--- config.mk ---
export PLATFORM = sky130hd
export DESIGN_NAME = serial_bit_shifter
export DESIGN_NICKNAME = d
export VERILOG_FILES = /design/src/rtl/serial_bit_shifter.sv
export SDC_FILE = /design/constraint.sdc
export NUM_CORES = 1
export LEC_CHECK = 0
export CORE_UTILIZATION = 30
export CTS_CLUSTER_SIZE = 14
export DETAILED_ROUTE_END_ITERATION = 8
export GPL_TIMING_DRIVEN = 0
export PLACE_DENSITY_LB_ADDON = 0.12
export SYNTH_ARGS = -nofsm -noshare
export SYNTH_HDL_FRONTEND = slang
export SYNTH_SLANG_ARGS = --single-unit
--- constraint.sdc ---
create_clock -name clk -period 3.35 [get_ports clk]
set_clock_uncertainty 0.05 [all_clocks]
set_input_delay 0.5025 -clock clk [delete_from_list [all_inputs] [get_ports clk]]
set_output_delay 0.5025 -clock clk [all_outputs]
set_load 0.05 [all_outputs]
--- src/rtl/serial_bit_shifter.sv ---
// Parallel-to-serial shifter feeding the sequence detector, one frame bit per clk.
// Optional even-parity bit per frame when SER_PARITY_EN is defined.
module serial_bit_shifter #(
  parameter int WIDTH     = 8,
  parameter bit MSB_FIRST = 1'b1
) (
  input  logic             clk,
  input  logic             rst,
  input  logic [WIDTH-1:0] din,
  input  logic             load_valid,
  output logic             load_ready,
  output logic             sout,
  output logic             sout_valid,
  output logic             busy,
  output logic             done
);

  localparam int CW = $clog2(WIDTH + 1);
  localparam logic [CW-1:0] LAST_DATA = CW'(WIDTH - 1);
`ifdef SER_PARITY_EN
  localparam logic [CW-1:0] LAST_BIT = CW'(WIDTH);
  typedef enum logic [1:0] {IDLE, SHIFT, PARITY} state_t;
`else
  localparam logic [CW-1:0] LAST_BIT = CW'(WIDTH - 1);
  typedef enum logic [1:0] {IDLE, SHIFT} state_t;
`endif

  state_t           state, state_n;
  logic [WIDTH-1:0] shreg, shreg_n;
  logic [CW-1:0]    cnt, cnt_n;
  logic             sout_n, valid_n, done_n;
  logic             accept;
`ifdef SER_PARITY_EN
  logic             par_q;
`endif

  // The outgoing bit always sits at the exit end of shreg; done marks the last frame bit.
  assign load_ready = (state == IDLE) || done;
  assign accept     = load_valid && load_ready;
  assign busy       = (state != IDLE);

  always_comb begin
    state_n = state;
    shreg_n = shreg;
    cnt_n   = cnt;
    sout_n  = sout;
    valid_n = sout_valid;
    done_n  = 1'b0;
    if (accept) begin
      state_n = SHIFT;
      shreg_n = din;
      cnt_n   = '0;
      sout_n  = MSB_FIRST ? din[WIDTH-1] : din[0];
      valid_n = 1'b1;
    end else begin
      case (state)
        SHIFT: begin
          if (cnt != LAST_DATA) begin
            shreg_n = MSB_FIRST ? {shreg[WIDTH-2:0], 1'b0} : {1'b0, shreg[WIDTH-1:1]};
            sout_n  = MSB_FIRST ? shreg[WIDTH-2] : shreg[1];
            cnt_n   = cnt + 1'b1;
            done_n  = (cnt_n == LAST_BIT);
          end else begin
`ifdef SER_PARITY_EN
            state_n = PARITY;
            sout_n  = par_q;
            cnt_n   = cnt + 1'b1;
            done_n  = 1'b1;
`else
            state_n = IDLE;
            shreg_n = '0;
            cnt_n   = '0;
            sout_n  = 1'b0;
            valid_n = 1'b0;
`endif
          end
        end
`ifdef SER_PARITY_EN
        PARITY: begin
          state_n = IDLE;
          shreg_n = '0;
          cnt_n   = '0;
          sout_n  = 1'b0;
          valid_n = 1'b0;
        end
`endif
        default: begin
          state_n = IDLE;
        end
      endcase
    end
  end

  always_ff @(posedge clk or negedge rst) begin
    if (!rst) begin
      state      <= IDLE;
      shreg      <= '0;
      cnt        <= '0;
      sout       <= 1'b0;
      sout_valid <= 1'b0;
      done       <= 1'b0;
    end else begin
      state      <= state_n;
      shreg      <= shreg_n;
      cnt        <= cnt_n;
      sout       <= sout_n;
      sout_valid <= valid_n;
      done       <= done_n;
    end
  end

`ifdef SER_PARITY_EN
  always_ff @(posedge clk or negedge rst) begin
    if (!rst)        par_q <= 1'b0;
    else if (accept) par_q <= ^din;
  end
`endif

endmodule

After elaboration in Yosys (flattened, before gate mapping)
Cells that the tools add are included.
{ "word_totals": {"regBits": 16, "latchBits": 0, "mem_bits_rw": 0, "rom_bits": 0, "inputBits": 11, "output_inout_bits": 5, "elab_cells": 36, "memories": 0} }
{ "op_classes": {"addsub": 1, "mul": 0, "div_mod_pow": 0, "n_lt_le_gt_ge": 0, "eq_ne": 5, "n_shift": 0, "muxes": 18, "bitwise": 0, "n_reduce_logical": 6} }
{ "ops": {"columns": ["cell", "count"], "rows": [
  ["7-bit 2-to-1 mux", 3],
  ["4-bit 2-to-1 mux", 3],
  ["1-bit 2-to-1 mux", 9],
  ["2-bit 2-to-1 mux", 3],
  ["4-bit by 1-bit adder with 4-bit output, second input constant", 1],
  ["4-bit by 3-bit equality test with 1-bit output, second input constant", 1],
  ["4-bit by 3-bit != test with 1-bit output, second input constant", 1],
  ["2-bit nonzero test", 2],
  ["3-bit != test, second input constant", 1],
  ["2-bit by 1-bit equality test with 1-bit output, second input constant", 1],
  ["2-bit logical NOT", 1],
  ["2-bit != test, second input constant", 1],
  ["2-bit AND reduction", 1],
  ["1-bit logical AND", 1],
  ["1-bit logical OR", 1]
]} }

Longest topological paths before layout
{ "logic_depth": {"word_depth": 5, "ltp_mapped": 5, "depth_no_buf": 4} }

Least setup slack after synthesis
No wires, ideal clock.
{ "synth_path": {"kind": "register -> register", "start": "register state[0]", "end": "register shreg[4]", "t_arrival_ps": 1918, "required_ps": 3174, "setup_slack_ps": 1256, "path_stages_with_launch": 5, "path_buffers": 1, "synth_period_minus_slack_ps": 2094, "cell_sequence": "dfrtp_1 nand2b_1 and2_4 buf_6 a221o_1"} }
{ "synth_via": {"elab_chain_len": 4, "elab_cells_between_ends": 6, "classes_between": "1 x eq/ne; 1 x mux; 4 x reduce/logical"} }
{ "synth_lines": {"columns": ["element", "line_no", "text"], "rows": [
  ["from (decl)", "28", "state_t state, state_n;"],
  ["from (signal assigned)", "103", "state <= state_n;"],
  ["2-bit logical NOT *", "38", "assign load_ready = (state == IDLE) || done;"],
  ["1-bit logical OR *", "38", null],
  ["net load_ready", "11", "output logic load_ready,"],
  ["1-bit logical AND *", "39", "assign accept = load_valid && load_ready;"],
  ["7-bit 2-to-1 mux or 2-bit nonzero test (tied branches)", null, null],
  ["to (signal assigned)", "104", "shreg <= shreg_n;"],
  ["to (decl)", "29", "logic [WIDTH-1:0] shreg, shreg_n;"]
]} }
The timed path passes the listed nets; every way through them passes the cells marked *.
A chain may end at the register's enable or synchronous reset.

Final worst setup path
{ "layout_path": {"start": "register state[0]", "end": "output port load_ready"} }
{ "layout_via": {"elab_chain_len": 2} }
{ "layout_lines": {"columns": ["element", "line_no"], "rows": [
  ["2-bit logical NOT", "38"],
  ["1-bit logical OR", "38"],
  ["to (decl)", "11"]
]} }
No other way between the ends.

==> summary.txt <==
Synth
  – Synth Area in Adders: 3.55%
  – Share of async-settable or async-resettable flops after synthesis: 100%
  – Number of synthesized flops with an enable pin: 0
  – Complex-gate fraction of the synthesized area: between 10 and 15%
  – Proportion of synthesized area in mux cells: 0%
  – Mapped Nets: 74
  – Avg Cell Area, Syn: around 12 um^2
  – Mapped Cells: 61
  – Xor/xnor share of the synthesized area: 3.73%
  – Ys flop type: dfrtp_1
  – Largest family of logic cells by synthesized area: simple AND/OR/NAND/NOR gates
  – Synthesized area: about 700 um^2
  – #FFs+latches synth: 15
  – Simple-gate share of the synthesized area: about a fifth
  – Netlist cell types: 21
  – Yosys warnings: 0
  – Sequential element share of the synthesized area: 53.3%

Clock network
  – CTS tree: yes
  – Clk slew on worst S/H paths: 0.09 ns
  – Post-CTS Setup Bufs: 0
  – Maximum clock insertion buffer count: 2
  – Htree depth: 1
  – CTS Buf Count: 3
  – Clk_lat worst skew: roughly 0.28 ns
  – CTS Hold Bufs: 0
  – CTS Root Cell: clkbuf_4
  – # resized after CTS: 0
  – TritonCTS Sinks: 15

Layout
  – Multi-input gate area: 300 um^2
  – Fill count: about 230
  – Commonest non-fill, non-tap cell in the layout: dfrtp_1
  – Most frequent cells in the layout: dfrtp_1, clkdlybuf4s50_1, nor3b_1, a221o_1, nand2_1
  – Fin nets: a little over 90
  – Core Util, Final: between 40 and 50%
  – Fraction of layout cells with a size suffix above 1: 8.86%
  – Register area: 375 um^2
  – Antenna diode count: 0
  – Layout area overhead: 28.6%

Timing
  – Final setup viols: 0
  – Final Hold Violating Endpoints: 0
  – Final WS setup: between 1 and 1.5 ns
  – Setup Total Neg Slack: 0 ns
  – Worst-margin pin slew: roughly 0.70 ns
  – Relative slew margins: 53.3%
  – Max Clk Rate: 445 MHz
  – Max-slew violations: 0
  – RSZ-0062 raised after global routing: no
  – Tcrit/Tclk final: 67.1%
  – Crit path time final: 2.25 ns

Place
  – # port buffers: 14
  – GPL Wtd Cong: 0.717
  – Post-DP HPWL: 985 um
  – DP Worst Slack: approximately 1.4 ns

Die
  – Die footprint: approximately 2500 um^2
  – Core area: about 2200 um^2
  – Ports: 16
  – Die Y: just over 50 um
  – Row cnt: 17
  – Initial Utilization: 31.8%
  – Die Width: 50.5 um

Global route
  – Vias in the first global route: 512
  – Total grt overflow: 0
  – Gr usage total: a little over an eighth
  – Antenna violations before repair: 0
  – First-pass GRT wire length: between 2 and 2.5 mm
  – Maximum number of pins on one net before global-route repair: 16

Worst hold path
  – Worst hold path type: reg2reg

Route
  – Drt pass-1 iters: 4
  – DRC Markers: 0
  – Via/cell ratio: 4.99
  – Vias: 534
  – Final WL: between 1 and 1.5 mm
  – Final ANT Viol Nets: 0
  – Iter 0 DRT Violations: 22
  – Wire per inst: 13.5 um

Worst setup path
  – Endpoint class of the critical path: output pin
  – CP max FO: 8
  – Critical path start-end classification: reg2out
  – Critical Path Source Type: flip-flop
  – Critical Path RT: 2.80 ns
  – Critical path arrival: around 1.7 ns

Power
  – PwrDens: 887 nW/um^2
  – Peak supply drop: 0.350 mV
  – Leak pwr: 0.381 nW
  – Final total power: 804 uW

Run status
  – Status: complete, no violations

Run
  – # Max-Cap Violations: 0
[area by class of cell]
cell class	instances	area share, %
clock buffers	4	2.90
inverters	1	0.414
plain buffers	4	2.76
flip-flops and latches	15	41.4
multi-input cells	41	33.1
repair buffers	14	15.5
well taps	28	3.87
[report_power, final]
| part | total (mW) | internal, mW | switching (mW) |
|---|---|---|---|
| Combinational | 0.387 | 0.173 | 0.214 |
| Clock | 0.105 | 0.0463 | 0.0587 |
| Sequential | 0.312 | 0.253 | 0.0587 |
| Total | 0.804 | 0.472 | 0.331 |
[cells by family after synthesis]
| group | after synthesis |
|---|---|
| AND/OR/NAND/NOR | 24 |
| flip-flops | 15 |
| AO/OA/AOI/OAI | 12 |
| buffers and inverters | 5 |
| XOR/XNOR | 3 |
| adder cells (fa/ha/maj) | 2 |
[cells in the mapped netlist (all sizes together) (2+ instances only)]
library cell | count | area share (%)
xor2 | 3 | 3.7
dfrtp | 15 | 53
nand2b | 2 | 1.8
nand2 | 4 | 2.1
nor2 | 3 | 1.6
nor3b | 8 | 8.5
o21ai | 2 | 1.4
ha | 2 | 3.6
a221o | 7 | 9.9
buf | 3 | 3.0
nand3 | 3 | 2.1
[stage by stage]
| stage | hold slack, ns | instances | instance area (um^2) |
|---|---|---|---|
| floorplan | 0.157 | 61 | 704 |
| global placement | 0.413 | 103 | 880 |
| detailed placement | 0.419 | 103 | 880 |
| CTS | 0.442 | 107 | 906 |
| global route | 0.471 | 107 | 906 |
| finish | 0.435 | 107 | 906 |
[sequential cells by signal, indices dropped and copies added (netlist names)]
signal,flops
state,1
sout_valid,1
done,1
shreg,7
sout,1
cnt,4
[path summary, 6_finish.rpt]
path	start	end	slack (ns)	cells past startpoint
max in group asynchronous	rst	shreg[0]	2.23	1
min in group asynchronous	rst	sout	0.58	1
worst max-delay path	state[0]	load_ready	1.10	2
worst min register to register	sout_valid	sout_valid	0.43	1
worst min-delay path	sout_valid	sout_valid	0.43	1
worst max register to register	cnt[0]	shreg[6]	1.74	5
[per-layer routing]
metal	global-route usage, %	up-vias	routed length [um]
met2	19.1	12	625
met5	0	-	0
met3	6.67	2	77
met1	17.4	261	721
met4	4.17	0	16
li1	-	259	-
[worst max-delay path, stage by stage (launching register included)]
cell             delay (ns)
dfrtp_1                0.47
nand2b_1               0.14
clkdlybuf4s50_1        0.81
(Power assumes the default switching activity.)
